### config.mk
export PLATFORM = sky130hd
export DESIGN_NAME = xgmii_link_fault_rs_flat
export DESIGN_NICKNAME = d
export VERILOG_FILES = /design/src/rtl/xgmii_link_fault_rs_if.sv /design/src/rtl/xgmii_link_fault_rs.sv /design/src/flat_wrapper.sv
export SDC_FILE = /design/constraint.sdc
export NUM_CORES = 1
export LEC_CHECK = 0
export CAP_MARGIN = 20
export CORE_MARGIN = 3
export CORE_UTILIZATION = 38
export CTS_CLUSTER_DIAMETER = 30
export CTS_CLUSTER_SIZE = 25
export DETAILED_ROUTE_END_ITERATION = 8
export PLACE_DENSITY = 0.79
export SLEW_MARGIN = 25
export SYNTH_ARGS = -nofsm -noshare
export SYNTH_HDL_FRONTEND = slang
export SYNTH_SLANG_ARGS = --single-unit
### constraint.sdc
create_clock -name clk156 -period 4.5 [get_ports clk156]
set_input_delay 0.45 -clock clk156 [delete_from_list [all_inputs] [get_ports clk156]]
set_output_delay 0.45 -clock clk156 [all_outputs]
set_load 0.02 [all_outputs]
### src/rtl/xgmii_link_fault_rs_if.sv
// XGMII bundle seen by the link-fault reconciliation sublayer.
// RX from the PHY, TX from the MAC, and the overridden TX toward the PHY.
interface xgmii_link_fault_rs_if;
  logic [63:0] xgmii_rxd;
  logic [7:0]  xgmii_rxc;
  logic [63:0] xgmii_txd_mac;
  logic [7:0]  xgmii_txc_mac;
  logic [63:0] xgmii_txd_phy;
  logic [7:0]  xgmii_txc_phy;

  modport slave (
    input  xgmii_rxd, xgmii_rxc, xgmii_txd_mac, xgmii_txc_mac,
    output xgmii_txd_phy, xgmii_txc_phy
  );

  modport master (
    output xgmii_rxd, xgmii_rxc, xgmii_txd_mac, xgmii_txc_mac,
    input  xgmii_txd_phy, xgmii_txc_phy
  );
endinterface

### src/rtl/xgmii_link_fault_rs.sv
// Reconciliation-sublayer link fault responder for a 64-bit XGMII.
// Tracks RX local/remote fault sequences, overrides MAC TX and counts fault entries.
module xgmii_link_fault_rs #(
  parameter int C_COL_WINDOW = 128,
  parameter int C_SEQ_THRESH = 4,
  parameter int C_CNT_WIDTH  = 16
) (
  input  logic                   clk156,
  input  logic                   rst_n,
  xgmii_link_fault_rs_if.slave   xgmii,
  input  logic                   cnt_clear,
  output logic [1:0]             link_fault,
  output logic                   link_up,
  output logic [C_CNT_WIDTH-1:0] local_fault_cnt,
  output logic [C_CNT_WIDTH-1:0] remote_fault_cnt
);

  localparam int SEQ_W = $clog2(C_SEQ_THRESH + 1);
  localparam int COL_W = $clog2(C_COL_WINDOW + 1);
  localparam logic [SEQ_W-1:0] SEQ_MAX = SEQ_W'(C_SEQ_THRESH);
  localparam logic [COL_W-1:0] COL_MAX = COL_W'(C_COL_WINDOW);

  localparam logic [63:0] TXD_RFAULT = 64'h0200009C_0200009C;
  localparam logic [7:0]  TXC_RFAULT = 8'h11;
  localparam logic [63:0] TXD_IDLE   = 64'h0707070707070707;
  localparam logic [7:0]  TXC_IDLE   = 8'hFF;

  // Encoding doubles as last-seen sequence type, with FLT_OK meaning "none".
  typedef enum logic [1:0] {
    FLT_OK     = 2'b00,
    FLT_LOCAL  = 2'b01,
    FLT_REMOTE = 2'b10
  } fault_e;

  fault_e                 link_fault_q, link_fault_d;
  fault_e                 last_seq_q, last_seq_d;
  logic [SEQ_W-1:0]       seq_cnt_q, seq_cnt_d;
  logic [COL_W-1:0]       col_cnt_q, col_cnt_d;
  logic [C_CNT_WIDTH-1:0] lcl_cnt_q, lcl_cnt_d;
  logic [C_CNT_WIDTH-1:0] rmt_cnt_q, rmt_cnt_d;
  logic [63:0]            txd_q, txd_d;
  logic [7:0]             txc_q, txc_d;

  function automatic fault_e col_seq_type(input logic [31:0] d, input logic [3:0] c);
    if (c == 4'b0001 && d[23:0] == 24'h00009C &&
        (d[31:24] == 8'h01 || d[31:24] == 8'h02))
      return fault_e'(d[25:24]);
    return FLT_OK;
  endfunction

  always_ff @(posedge clk156) begin
    if (!rst_n) begin
      link_fault_q <= FLT_OK;
      last_seq_q   <= FLT_OK;
      seq_cnt_q    <= '0;
      col_cnt_q    <= '0;
      lcl_cnt_q    <= '0;
      rmt_cnt_q    <= '0;
      txd_q        <= TXD_IDLE;
      txc_q        <= TXC_IDLE;
    end else begin
      link_fault_q <= link_fault_d;
      last_seq_q   <= last_seq_d;
      seq_cnt_q    <= seq_cnt_d;
      col_cnt_q    <= col_cnt_d;
      lcl_cnt_q    <= lcl_cnt_d;
      rmt_cnt_q    <= rmt_cnt_d;
      txd_q        <= txd_d;
      txc_q        <= txc_d;
    end
  end

  // Column 0 then column 1, chained so col1 sees col0's effect.
  always_comb begin
    fault_e t;
    t            = FLT_OK;
    last_seq_d   = last_seq_q;
    seq_cnt_d    = seq_cnt_q;
    col_cnt_d    = col_cnt_q;
    link_fault_d = link_fault_q;
    for (int i = 0; i < 2; i++) begin
      t = col_seq_type(xgmii.xgmii_rxd[32*i +: 32], xgmii.xgmii_rxc[4*i +: 4]);
      if (t != FLT_OK) begin
        if (t == last_seq_d) begin
          if (seq_cnt_d < SEQ_MAX) seq_cnt_d = seq_cnt_d + SEQ_W'(1);
        end else begin
          last_seq_d = t;
          seq_cnt_d  = SEQ_W'(1);
        end
        col_cnt_d = '0;
        if (seq_cnt_d == SEQ_MAX) link_fault_d = t;
      end else begin
        if (col_cnt_d < COL_MAX) col_cnt_d = col_cnt_d + COL_W'(1);
        if (col_cnt_d == COL_MAX) begin
          last_seq_d   = FLT_OK;
          seq_cnt_d    = '0;
          link_fault_d = FLT_OK;
        end
      end
    end
  end

  always_comb begin
    lcl_cnt_d = lcl_cnt_q;
    rmt_cnt_d = rmt_cnt_q;
    if (cnt_clear) begin
      lcl_cnt_d = '0;
      rmt_cnt_d = '0;
    end else begin
      if (link_fault_d == FLT_LOCAL && link_fault_q != FLT_LOCAL && lcl_cnt_q != '1)
        lcl_cnt_d = lcl_cnt_q + C_CNT_WIDTH'(1);
      if (link_fault_d == FLT_REMOTE && link_fault_q != FLT_REMOTE && rmt_cnt_q != '1)
        rmt_cnt_d = rmt_cnt_q + C_CNT_WIDTH'(1);
    end
  end

  always_comb begin
    txd_d = xgmii.xgmii_txd_mac;
    txc_d = xgmii.xgmii_txc_mac;
    case (link_fault_q)
      FLT_LOCAL: begin
        txd_d = TXD_RFAULT;
        txc_d = TXC_RFAULT;
      end
      FLT_REMOTE: begin
        txd_d = TXD_IDLE;
        txc_d = TXC_IDLE;
      end
      default: ;
    endcase
  end

  assign link_fault          = link_fault_q;
  assign link_up             = (link_fault_q == FLT_OK);
  assign local_fault_cnt     = lcl_cnt_q;
  assign remote_fault_cnt    = rmt_cnt_q;
  assign xgmii.xgmii_txd_phy = txd_q;
  assign xgmii.xgmii_txc_phy = txc_q;

endmodule

### src/flat_wrapper.sv
// flat-port wrapper written by rule: the top's interface ports become plain ports
module xgmii_link_fault_rs_flat 
#(
  parameter int C_COL_WINDOW = 128,
  parameter int C_SEQ_THRESH = 4,
  parameter int C_CNT_WIDTH  = 16
)
  (clk156, rst_n, cnt_clear, link_fault, link_up, local_fault_cnt, remote_fault_cnt, xgmii_xgmii_rxd, xgmii_xgmii_rxc, xgmii_xgmii_txd_mac, xgmii_xgmii_txc_mac, xgmii_xgmii_txd_phy, xgmii_xgmii_txc_phy);
  xgmii_link_fault_rs_if xgmii_i ();
  input  logic clk156;
  input  logic rst_n;
  input  logic cnt_clear;
  output logic [1:0] link_fault;
  output logic link_up;
  output logic [C_CNT_WIDTH-1:0] local_fault_cnt;
  output logic [C_CNT_WIDTH-1:0] remote_fault_cnt;
  input wire logic [$bits(xgmii_i.xgmii_rxd)-1:0] xgmii_xgmii_rxd;
  input wire logic [$bits(xgmii_i.xgmii_rxc)-1:0] xgmii_xgmii_rxc;
  input wire logic [$bits(xgmii_i.xgmii_txd_mac)-1:0] xgmii_xgmii_txd_mac;
  input wire logic [$bits(xgmii_i.xgmii_txc_mac)-1:0] xgmii_xgmii_txc_mac;
  output wire logic [$bits(xgmii_i.xgmii_txd_phy)-1:0] xgmii_xgmii_txd_phy;
  output wire logic [$bits(xgmii_i.xgmii_txc_phy)-1:0] xgmii_xgmii_txc_phy;
  assign xgmii_i.xgmii_rxd = xgmii_xgmii_rxd;
  assign xgmii_i.xgmii_rxc = xgmii_xgmii_rxc;
  assign xgmii_i.xgmii_txd_mac = xgmii_xgmii_txd_mac;
  assign xgmii_i.xgmii_txc_mac = xgmii_xgmii_txc_mac;
  assign xgmii_xgmii_txd_phy = xgmii_i.xgmii_txd_phy;
  assign xgmii_xgmii_txc_phy = xgmii_i.xgmii_txc_phy;
  xgmii_link_fault_rs #(.C_COL_WINDOW(C_COL_WINDOW), .C_SEQ_THRESH(C_SEQ_THRESH), .C_CNT_WIDTH(C_CNT_WIDTH)) u_core (.clk156(clk156), .rst_n(rst_n), .xgmii(xgmii_i), .cnt_clear(cnt_clear), .link_fault(link_fault), .link_up(link_up), .local_fault_cnt(local_fault_cnt), .remote_fault_cnt(remote_fault_cnt));
endmodule
Word-level counts from Yosys, hierarchy flattened
Cells that the tools add are included.
{"block": "word_totals", "in_bits": 147, "wordCells": 91, "register_bits": 119, "output_inout_bits": 107}
{"block": "classes", "n_eq_ne": 22, "n_mux": 35, "add_sub_neg": 6, "bitwise": 1, "n_reduce_logical": 15, "n_lt_le_gt_ge": 4}
{"cell": "$pmux W64 S2", "count": 1}
{"cell": "$eq A24 B8 Y1 const B", "count": 2}
{"cell": "$mux W8", "count": 5}
{"cell": "$add A16 B1 Y16 const B", "count": 2}
{"cell": "$mux W2", "count": 16}
{"cell": "$ne A16 B16 Y1 const B", "count": 2}
{"cell": "$mux W3", "count": 10}
{"cell": "$add A8 B1 Y8 const B", "count": 2}
{"cell": "$eq A8 B1 Y1 const B", "count": 2}
{"cell": "$eq A8 B2 Y1 const B", "count": 2}
{"cell": "$eq A8 B8 Y1 const B", "count": 2}
{"cell": "$lt A8 B8 Y1 const B", "count": 2}
{"cell": "$pmux W8 S2", "count": 1}
{"cell": "$eq A4 B1 Y1 const B", "count": 2}
{"cell": "$logic_and A1 B1 Y1", "count": 8}
{"cell": "$add A3 B1 Y3 const B", "count": 2}
{"cell": "$eq A3 B3 Y1 const B", "count": 2}
{"cell": "$lt A3 B3 Y1 const B", "count": 2}
{"cell": "$eq A2 B1 Y1 const B", "count": 2}
{"cell": "$eq A2 B2 Y1", "count": 2}
{"cell": "$eq A2 B2 Y1 const B", "count": 2}
{"cell": "$reduce_bool A2 Y1", "count": 2}
{"cell": "$reduce_or A2 Y1", "count": 2}
{"cell": "$logic_not A2 Y1", "count": 1}
{"cell": "other kinds (5)", "count": 7}

Depth between registers and ports, before layout
Gate-level depths: netlist of the first run.
{"block": "depth", "ltp_word": 20, "depth_mapped": 17, "ltp_nobuf": 15}

Worst setup path before layout of the first run
Ideal clock, no wire load.
{"block": "synth_path", "kind": "register -> register", "start": "register u_core.col_cnt_q[1]", "end": "register u_core.rmt_cnt_q[11] (netlist: u_core.remote_fault_cnt[11])", "n_path_buf": 1, "period_less_slack_ns": 4.197, "setup_ns": 0.070, "arrival_ns": 4.126, "required_time_ns": 4.430, "slack_ns": 0.303, "path_stages_with_launch": 15, "cell_sequence": "dfxtp_1 -> ha_1 -> or4b_1 -> a21o_1 -> a221oi_4 -> nand2_2 -> a31o_4 -> ha_1 -> a2111o_1 -> o32a_4 -> a2111o_1 -> and3_4 -> buf_6 -> or4_1 -> a21oi_1"}
{"block": "synth_between", "elab_chain_cells": 16, "word_cells_on_any_way": 30, "cone_classes": "add/sub: 3; order compare: 3; eq/ne: 5; mux: 17; reduce/logical: 2"}
{"element": "from (decl)", "line_no": "xgmii_link_fault_rs.sv:38", "rtl": "logic [COL_W-1:0] col_cnt_q, col_cnt_d;"}
{"element": "from (signal assigned)", "line_no": "xgmii_link_fault_rs.sv:65", "rtl": "col_cnt_q <= col_cnt_d;"}
{"element": "$add A8 B1 Y8 / $lt A8 B8 Y1 (equally long branches)", "line_no": "xgmii_link_fault_rs.sv:93", "rtl": "if (col_cnt_d < COL_MAX) col_cnt_d = col_cnt_d + COL_W'(1);"}
{"element": "$mux W8 (*)", "line_no": "xgmii_link_fault_rs.sv:93"}
{"element": "$mux W8 (*)", "line_no": "xgmii_link_fault_rs.sv:83", "rtl": "if (t != FLT_OK) begin"}
{"element": "$eq A8 B8 Y1", "line_no": "xgmii_link_fault_rs.sv:94", "rtl": "if (col_cnt_d == COL_MAX) begin"}
{"element": "$mux W3", "line_no": "xgmii_link_fault_rs.sv:94"}
{"element": "$mux W3", "line_no": "xgmii_link_fault_rs.sv:83"}
{"element": "$add A3 B1 Y3 / $lt A3 B3 Y1 (equally long branches)", "line_no": "xgmii_link_fault_rs.sv:85", "rtl": "if (seq_cnt_d < SEQ_MAX) seq_cnt_d = seq_cnt_d + SEQ_W'(1);"}
{"element": "$mux W3", "line_no": "xgmii_link_fault_rs.sv:85"}
{"element": "$mux W3", "line_no": "xgmii_link_fault_rs.sv:84", "rtl": "if (t == last_seq_d) begin"}
{"element": "$mux W3", "line_no": "xgmii_link_fault_rs.sv:83"}
{"element": "$eq A3 B3 Y1", "line_no": "xgmii_link_fault_rs.sv:91", "rtl": "if (seq_cnt_d == SEQ_MAX) link_fault_d = t;"}
{"element": "$mux W2", "line_no": "xgmii_link_fault_rs.sv:91"}
{"element": "$mux W2 (*)", "line_no": "xgmii_link_fault_rs.sv:83"}
{"element": "$eq A2 B2 Y1 (*)", "line_no": "xgmii_link_fault_rs.sv:112", "rtl": "if (link_fault_d == FLT_REMOTE && link_fault_q != FLT_REMOTE && rmt_cnt_q != '1)"}
{"element": "$logic_and A1 B1 Y1 (*) (2 in a row)", "line_no": "xgmii_link_fault_rs.sv:112"}
{"element": "to (signal assigned)", "line_no": "xgmii_link_fault_rs.sv:67", "rtl": "rmt_cnt_q <= rmt_cnt_d;"}
{"element": "to (decl)", "line_no": "xgmii_link_fault_rs.sv:40", "rtl": "logic [C_CNT_WIDTH-1:0] rmt_cnt_q, rmt_cnt_d;"}
Mark *: on every way between the ends. The rest lies on a longest branch, timed or not. The select of a mux whose other input is x is not followed.
A chain may end at the register's enable or synchronous reset.

Worst setup path after layout of the first run
{"block": "layout_path", "start": "register u_core.col_cnt_q[0]", "end": "register u_core.rmt_cnt_q[11] (netlist: u_core.remote_fault_cnt[11])"}
Same word-level chain as after synthesis.

==> reports/qor.yml, run 1 <==
status: "finished clean"
dieArea_um2: 16040
synth_nets: 780
ys_top_cells_by_count: "dfxtp_1, a21oi_1, and2_1, inv_1, o21ai_0"
grt_pass1_wl_um: 29300
ios: 254
final_util_pct: 65.41
grt_antenna_before_repair: 0
drive_gt1_share_pct: 11.99
worstPathRequired_ns: 4.83
std_cell_rows: 43
fp.dieW_um: 126.7
cts_tree: "yes"
grt_max_degree: 41
routed_wl_um: 18260
async_reset_ff_share_pct: 0
vias_per_cell: 5.223
p_comb_share_pct: 12.1
synth_cell_type_count: 71
cp_max_fo: 26
num_vias: 5777
yosys-top-cells-area: "dfxtp_1, and2_1, a21oi_1, o31ai_1, o21ai_0"
clock-sinks: 119
p_int_mw: 2.143
relSlewSlack_pct: 35.00
fillCellCount: 1136
hp-class: "reg -> reg"
hold_viol_final: 0
endpoint_kind: "flip-flop"
drt_iter0_markers: 347
antenna_cells: 0
dpl_worst_slack_ns: -0.1634
ys_ff_latch: 119
cts_buffers: 17
die_h_um: 126.7
drt_pass1_iterations: 4
drv_cap: 0
grt_pass1_vias: 5719
yosysSeqAreaShare_pct: 43.07
worst_slew_pin_slew_ns: 0.9750
yosysTopAreaCellShare_pct: 43.07
dp.cells: 1073
switchingPower_mw: 0.6490
start_util_pct: 39.39
port_buffers: 253
finClkSkew_ns: 0.008292
synth.most_common_cell: "dfxtp_1"
clock_tree.htree_level_count: 4
rsz0062_at_grt: "true"
final_cells: 1106
synth_edf_count: 0
final_max_slew_viol_count: 0
worstSetupPathType: "reg -> reg"
clkTransAtPathRegs_ns: 0.06
core_um2: 14040
clock_path_buffers: 2
grt_usage_pct: 22.73
synth_top_cell_by_area: "dfxtp_1"
p_leak_nw: 3.454
power.density_nw_per_um2: 304.0
worst-endpoint-arrival_ns: 4.69
drtAntennaViolNets: 0
cts-root-buf: "clkbuf_16"
crit_path_start_kind: "flip-flop"
fin_crit_sh_pct: 96.88
fmax_mhz: 229.4
clkLatencyLatePin_ns: 0.41
setup_viol: 0
fin_crit_ns: 4.360
netlist_area_um2: 5532
power.total_mw: 2.793
hold_ws_ns: 0.4884
layout.nets: 1069
synthCells: 624
dp_hpwl_um: 13860
swShare_pct: 23.24
power_frac_seq_pct: 39.5
fin_ws_ns: 0.1402
drc: 0
yosysWarnings: 0
synthFlopType: "dfxtp_1"
area.growth.synth_to_final_pct: 66.05
gp_congestion: 0.9550
overflow: 0
vdd_drop_max_v: 0.0003171
routedWlPerCell_um: 16.51
clockPowerShare_pct: 48.4
synth.avg_cell_area_um2: 8.865
critical path, stage by stage (launching register included):
cell	delay, ns
dfxtp_1	0.31
ha_1	0.29
or4b_1	0.46
a21o_1	0.21
a221oi_4	0.35
nand2_2	0.11
a31o_4	0.26
ha_1	0.28
a2111o_1	0.36
o32a_4	0.27
a2111o_1	0.38
and3_4	0.27
or4_1	0.54
a21oi_1	0.17
cell families (layout without fill, tap and decap cells):
| kind of cell | count (synthesis) | count (layout) | synth area share, % |
|---|---|---|---|
| xor+xnor | 14 | 14 | 2.217 |
| buf+inv | 66 | 368 | 4.863 |
| simple gates | 260 | 260 | 28.18 |
| flops | 119 | 119 | 43.07 |
| mux | 6 | 6 | 1.086 |
| fa+ha+maj | 9 | 9 | 2.036 |
| compound gates | 150 | 150 | 18.55 |
timing repair:
item / CTS / global route
buffers inserted: 0 / 1
endpoints found under the hold margin: 0 / 0
setup endpoints to repair: 0 / 23
hold buffers: 0 / 0
resized for setup: 0 / 8
flip-flops by register name (all words and copies together) (netlist names):
signal	count
u_core.local_fault_cnt	16
u_core.seq_cnt_q	3
u_core.last_seq_q	2
u_core.col_cnt_q	8
u_core.xgmii.xgmii_txd_phy	64
u_core.xgmii.xgmii_txc_phy	8
u_core.link_fault	2
u_core.remote_fault_cnt	16
layer usage:
| layer | GRT usage, % | share of wire (%) | vias up | wire length, µm |
|---|---|---|---|---|
| met3 | 9.474 | 9.3 | 27 | 1703 |
| met1 | 26.06 | 39 | 2644 | 7143 |
| met4 | 7.319 | 2.3 | 0 | 424 |
| met5 | 0 | 0 | - | 0 |
| met2 | 38.48 | 49 | 233 | 8991 |
| li1 | - | - | 2873 | - |
final cells by class:
cell class	count	area, µm²	area share, %
sequential	119	2382	25.94
tap	180	225.2	2.452
multi-input combinational	439	2935	31.96
clock inverter	13	143.9	1.567
timing repair buffer	300	2910	31.69
inverter	36	135.1	1.471
clock buffer	19	452.9	4.931
power by group through the flow:
stage               sequential [mW]  clock [mW]  combinational (mW)
global route                   1.10        1.43               0.361
global placement               1.12           0               0.333
finish                         1.10        1.35               0.339
floorplan                      1.17           0              0.0613
detailed placement             1.12           0               0.337
CTS                            1.10        1.37               0.339
final timing paths:
check / start / to / slack (ns) / depth (start not counted)
setup / recovery: u_core.col_cnt_q[0] / u_core.remote_fault_cnt[11] / 0.14 / 13
hold / removal: u_core.local_fault_cnt[8] / u_core.local_fault_cnt[8] / 0.49 / 2
setup reg to reg: u_core.col_cnt_q[0] / u_core.remote_fault_cnt[11] / 0.14 / 13
hold reg to reg: u_core.local_fault_cnt[8] / u_core.local_fault_cnt[8] / 0.49 / 2
layout by cell type (no fill, tap or decap), types with 10 or more instances in the layout:
cell type and instances:
clkdlybuf4s50_1 253, dfxtp_1 119, a21oi_1 46, and2_1 45, buf_4 45, inv_1 36
o21ai_0 34, nand2_1 33, nor2_1 26, o31ai_1 24, or4_1 22, nand3_1 20
nor4_1 17, clkbuf_16 17, or3_1 12, nand2b_1 12, nand4_1 10, or2_2 10
metrics by stage:
| stage | instance area (µm²) | setup TNS [ns] |
|---|---|---|
| 5_1_grt | 9185 | -0.04583 |
| 3_3_place_gp | 8529 | -1.496 |
| 4_1_cts | 9129 | 0 |
| 3_5_place_dp | 8532 | -3.258 |
| 2_1_floorplan | 5532 | 0 |
| 6_report | 9185 | 0 |
No activity file was read; power rests on OpenSTA's default activity.
==> run 2, diff against run 1 <==
CELL_PAD_IN_SITES_DETAIL_PLACEMENT = 1   (was default)
CELL_PAD_IN_SITES_GLOBAL_PLACEMENT = 1   (was default)
CORE_UTILIZATION = 27   (was 38)
PLACE_DENSITY = 0.78   (was 0.79)
TNS_END_PERCENT = 100   (was default)
==> run 2 against run 1 <==
  * First-iteration DRC count is 22% lower
  * Clock skew is 0.0018 ns higher
  * Clock power is 15% higher
  * Combinational power is 1% higher
  * Final cell count is 8.1% higher
  * Core utilization is 18 points lower
  * Fmax is 2.1% higher
  * Critical path depth stayed put
  * Flip-flop and latch count stayed put
==> reports/qor.yml, run 2 (synthesized netlist as in run 1, its figures left out) <==
status: "finished clean"
relSlewSlack_pct: 41.32  # +6.3 points
fmax_mhz: 234.1  # +2.1%
num_vias: 5960  # +3.2%
cp_cell_sequence: "ha_1 > or4b_1 > a21o_1 > a221oi_4 > nand2_2 > a31o_4 > ha_1 > a2111o_1 > o32a_4 > a2111o_1 > and3_4 > or4_1 > a21oi_1"
dpl_worst_slack_ns: -0.2686  # -0.1052 ns
dieArea_um2: 22240  # +39%
grt_pass1_wl_um: 33240  # +13%
cts_buffers: 17  # unchanged
final_common_cell: "clkdlybuf4s50_1"
std_cell_rows: 51  # +19%
drv_cap: 0  # unchanged
drive_gt1_share_pct: 12.67  # +0.69 points
worstPathRequired_ns: 4.84  # about the same
crit_family: "compound AO/OA/AOI/OAI gates"
hp-class: "reg -> reg"
clkTransAtPathRegs_ns: 0.06  # about the same
area.growth.synth_to_final_pct: 70.82
fin_crit_sh_pct: 94.92  # -2.0 points
grt_usage_pct: 18.89  # -3.8 points
power.total_mw: 3.000  # +7.4%
start_util_pct: 27.96  # -11 points
fp.dieW_um: 149.1  # +18%
power.density_nw_per_um2: 317.4  # +4.4%
final_max_slew_viol_count: 0  # unchanged
overflow: 0  # unchanged
routedWlPerCell_um: 17.97  # +8.8%
setup_tns_ns: 0  # unchanged
hold_ws_ns: 0.4910  # +0.002606 ns
ios: 254  # unchanged
critPathBufInv: 0  # unchanged
drc: 0  # unchanged
dp_hpwl_um: 16130  # +16%
clock-sinks: 119  # unchanged
fin_ws_ns: 0.2284  # +0.08823 ns
vias_per_cell: 4.983  # -4.6%
antenna_cells: 0  # unchanged
layout_common_cells: "clkdlybuf4s50_1, dfxtp_1, buf_4, a21oi_1, and2_1"
p_leak_nw: 3.529  # +2.2%
drtAntennaViolNets: 0  # unchanged
cts-root-buf: "clkbuf_16"
crit_path_start_kind: "flip-flop"
routed_wl_um: 21490  # +18%
port_buffers: 253  # unchanged
grt_antenna_before_repair: 1  # +1
layout.nets: 1075  # +0.56%
fin_crit_ns: 4.272  # -0.08823 ns
vdd_drop_max_v: 0.0002510  # -21%
drt_iter0_markers: 272  # -22%
largest_reg_flops: 64  # unchanged
hold_viol_final: 0  # unchanged
clock_tree.htree_level_count: 4  # unchanged
cp_max_fo: 14  # -46%
gp_congestion: 0.8465  # -11%
clock_path_buffers: 2  # unchanged
worst_slew_pin_slew_ns: 0.8792  # -0.09582 ns
die_h_um: 149.1  # +18%
slowest_delay_ns: 0.54  # about the same
finClkSkew_ns: 0.01010  # +0.001804 ns
drt_pass1_iterations: 4  # unchanged
endpoint_kind: "flip-flop"
setup_viol: 0  # unchanged
grt_pass1_vias: 6276  # +9.7%
cts_tree: "yes"
clkLatencyLatePin_ns: 0.41  # about the same
worst-endpoint-arrival_ns: 4.61  # -0.08 ns
worstSetupPathType: "reg -> reg"
final_util_pct: 47.77  # -18 points
grt_max_degree: 42  # +2.4%
slowest_stage: "or4_1"
core_um2: 19780  # +41%
==> run 2: power by group <==
group	leakage (nW)	internal [mW]	switching (mW)
logic	2.23	0.206	0.137
clock network	0.320	1.04	0.512
registers	0.980	1.09	0.0116
total	3.53	2.34	0.661
==> run 2: path summary, 6_finish.rpt <==
kind                                                  from  slack, ns                           to  cells past startpoint
worst max-delay path                   u_core.col_cnt_q[0]       0.23  u_core.remote_fault_cnt[15]                     13
worst min-delay path            u_core.remote_fault_cnt[8]       0.49   u_core.remote_fault_cnt[8]                      2
worst max register to register         u_core.col_cnt_q[0]       0.23  u_core.remote_fault_cnt[15]                     13
worst min register to register  u_core.remote_fault_cnt[8]       0.49   u_core.remote_fault_cnt[8]                      2
==> run 2: final cells by class <==
| cell class | instances | area (µm²) |
|---|---|---|
| clock buffer | 17 | 425.4 |
| clock inverter | 14 | 247.7 |
| fill | 2279 | 10330 |
| inverter | 36 | 135.1 |
| multi-input combinational | 440 | 2967 |
| sequential | 119 | 2382 |
| tap | 265 | 331.6 |
| timing repair buffer | 305 | 2960 |
==> run 2: what timing repair did <==
item	CTS	global route
hold buffers	0	0
setup endpoints to repair	0	29
gates resized for setup	0	14
setup buffers	0	4
==> run 2: worst min-delay path, delay by kind of cell, from the launching register on <==
family | cells | cell delay [ns]
AOI/OAI and AO/OA | 2 | 0.12
DFF | 1 | 0.32
==> run 2: per-layer routing <==
layer / share of wire, % / global-route usage [%] / wire (µm)
met1: 40 / 20.99 / 8516
met3: 9.0 / 8.417 / 1939
met2: 50 / 32.86 / 10800
met5: 0.042 / 0 / 9
met4: 1.0 / 5.126 / 221
==> run 2: stage by stage <==
| stage | area (µm²) | cells |
|---|---|---|
| 4_1_cts | 9333 | 1191 |
| 3_5_place_dp | 8660 | 1160 |
| 2_1_floorplan | 5532 | 624 |
| 5_1_grt | 9449 | 1196 |
| 3_3_place_gp | 8660 | 1160 |
| 6_report | 9449 | 1196 |
==> run 3, diff against run 2 <==
CORE_UTILIZATION = 28   (was 27)
CTS_BUF_LIST = sky130_fd_sc_hd__clkbuf_4   (was default)
PLACE_DENSITY = 0.8   (was 0.78)
SKIP_CTS_REPAIR_TIMING = 1   (was default)
==> run 3 against run 2 <==
  * Fmax is 1.5% lower
  * Wire length decreased by 4.5%
  * Final cell count is 0.25% lower
  * Count of clock-buffer cells in the layout did not move
  * Highest routed layer is now met4
  * Register-to-register slack got worse by 0.07 ns
  * Power decreased by 26%
  * Worst setup slack worse by 0.065 ns
  * Combinational power is essentially flat
  * Design area shrank 4.6%
  * Clock skew increased by 0.012 ns
  * Critical endpoint unchanged
  * Core utilization shrank 0.51 points
==> reports/qor.yml, run 3 (synthesized netlist as in run 1, its figures left out) <==
status: "finished clean"
fin_crit_sh_pct: 96.37  # +1.5 points
power_frac_seq_pct: 49.8  # +13 points
routed_wl_um: 20520  # -4.5%
slowest_stage: "or4_1"
switchingPower_mw: 0.5852  # -11%
vdd_drop_max_v: 0.0001739  # -31%
setup_tns_ns: 0  # unchanged
worst_slew_pin_slew_ns: 0.8556  # -0.02356 ns
core_um2: 19080  # -3.5%
drt_iter0_markers: 326  # +20%
slowest_delay_ns: 0.54  # about the same
grt_usage_pct: 18.88  # about the same
fmax_mhz: 230.6  # -1.5%
dieArea_um2: 21480  # -3.4%
cp_cell_sequence: "ha_1 > or4b_1 > a21o_1 > a221oi_4 > nand2_2 > a31o_4 > ha_1 > a2111o_1 > o32a_4 > a2111o_1 > and3_4 > or4_1 > a21oi_2"
swShare_pct: 26.47  # +4.4 points
start_util_pct: 28.99  # +1.0 points
p_int_mw: 1.625  # -30%
drc: 0  # unchanged
clock_path_buffers: 2  # unchanged
clkTransAtPathRegs_ns: 0.12  # +0.06 ns
hold_viol_final: 0  # unchanged
power.total_mw: 2.211  # -26%
hp-class: "in -> reg"
worstSetupPathType: "reg -> reg"
fp.dieW_um: 146.6  # -1.7%
area.growth.synth_to_final_pct: 62.99
fin_ws_ns: 0.1632  # -0.06525 ns
fillCellCount: 2217  # -2.7%
grt_antenna_before_repair: 1  # unchanged
grt_pass1_wl_um: 32730  # -1.5%
overflow: 0  # unchanged
p_comb_share_pct: 15.4  # +4.0 points
cts_buffers: 17  # unchanged
power.density_nw_per_um2: 245.2  # -23%
largest_reg_flops: 64  # unchanged
grt_max_degree: 42  # unchanged
clockPowerShare_pct: 34.9  # -17 points
endpoint_kind: "flip-flop"
gp_congestion: 0.8349  # -1.4%
num_vias: 5916  # -0.74%
p_leak_nw: 3.325  # -5.8%
relSlewSlack_pct: 42.90  # +1.6 points
drt_pass1_iterations: 4  # unchanged
drive_gt1_share_pct: 11.91  # -0.76 points
ios: 254  # unchanged
cts-root-buf: "clkbuf_4"
dp_hpwl_um: 15900  # -1.4%
drv_cap: 0  # unchanged
finClkSkew_ns: 0.02161  # +0.01151 ns
setup_viol: 0  # unchanged
clock-sinks: 119  # unchanged
cts_tree: "yes"
cp_max_fo: 7  # -7
vias_per_cell: 4.959  # -0.49%
layout_common_cells: "clkdlybuf4s50_1, dfxtp_1, buf_4, and2_1, a21oi_1"
worstPathRequired_ns: 4.97  # +0.13 ns
grt_pass1_vias: 6264  # -0.19%
clock_tree.htree_level_count: 4  # unchanged
crit_path_start_kind: "flip-flop"
dpl_worst_slack_ns: -0.3018  # -0.03316 ns
clkLatencyLatePin_ns: 0.53  # +0.12 ns
worst-endpoint-arrival_ns: 4.80  # +0.19 ns
final_max_slew_viol_count: 0  # unchanged
drtAntennaViolNets: 0  # unchanged
rsz0062_at_grt: "true"
std_cell_rows: 50  # -2.0%
port_buffers: 253  # unchanged
die_h_um: 146.6  # -1.7%
final_common_cell: "clkdlybuf4s50_1"
layout.nets: 1076  # +0.093%
routedWlPerCell_um: 17.20  # -4.3%
fin_crit_ns: 4.337  # +0.06526 ns
[run 3: cell types whose count changed in the layout (fill, tap and decap cells not counted), sizes merged]
cell	delta
bufinv	-4
clkinvlp	+2
and3	+1
clkinv	+1
diode	+1
inv	+1
[run 3: path summary, 6_finish.rpt]
kind | from | end | slack (ns) | cells past startpoint
setup reg to reg | u_core.col_cnt_q[0] | u_core.remote_fault_cnt[15] | 0.16 | 13
hold reg to reg | u_core.remote_fault_cnt[10] | u_core.remote_fault_cnt[10] | 0.50 | 2
setup / recovery | u_core.col_cnt_q[0] | u_core.remote_fault_cnt[15] | 0.16 | 13
hold / removal | xgmii_xgmii_txc_mac[5] | u_core.xgmii.xgmii_txc_phy[5] | 0.45 | 3
[run 3: final cells by class]
cell class	instances	area, µm²	share of cell area (%)
Inverter	36	135.1	1.499
Sequential cell	119	2382	26.42
Timing Repair Buffer	305	2960	32.83
Multi-Input combinational cell	441	2930	32.50
Antenna cell	1	2.502	0.02775
Tap cell	260	325.3	3.608
Clock inverter	14	152.6	1.693
Clock buffer	17	127.6	1.415
[run 3: routing by layer]
metal,routed length [µm],global-route usage (%),vias to the layer above
met5,0,0,-
met4,277,5.268,0
met3,1930,8.349,17
met2,10160,32.72,203
met1,8153,21.07,2815
li1,-,-,2881
[run 3: worst max-delay path: cells and delay by family, from the launching register on]
| family | cells | cell delay, ns |
|---|---|---|
| simple gates | 4 | 1.38 |
| compound gates | 7 | 2.00 |
| flops | 1 | 0.32 |
| fa+ha+maj | 2 | 0.58 |
[run 3: power by group through the flow]
stage / sequential (mW) / combinational (mW) / clock [mW]
after global placement: 1.12 / 0.338 / 0
after detailed placement: 1.13 / 0.343 / 0
after global routing: 1.11 / 0.365 / 0.855
after floorplan: 1.17 / 0.0613 / 0
after CTS: 1.10 / 0.345 / 0.807
final: 1.10 / 0.340 / 0.770
[run 3: stage by stage]
step           cells  cell area, µm²  hold slack [ns]  util [%]
2_1_floorplan    624            5532           0.5468         -
3_3_place_gp    1159            8686           0.4678     45.52
3_5_place_dp    1159            8686           0.4788     45.52
4_1_cts         1190            8966           0.3921     46.99
5_1_grt         1193            9016           0.4010     47.25
6_report        1193            9016           0.4506     47.25
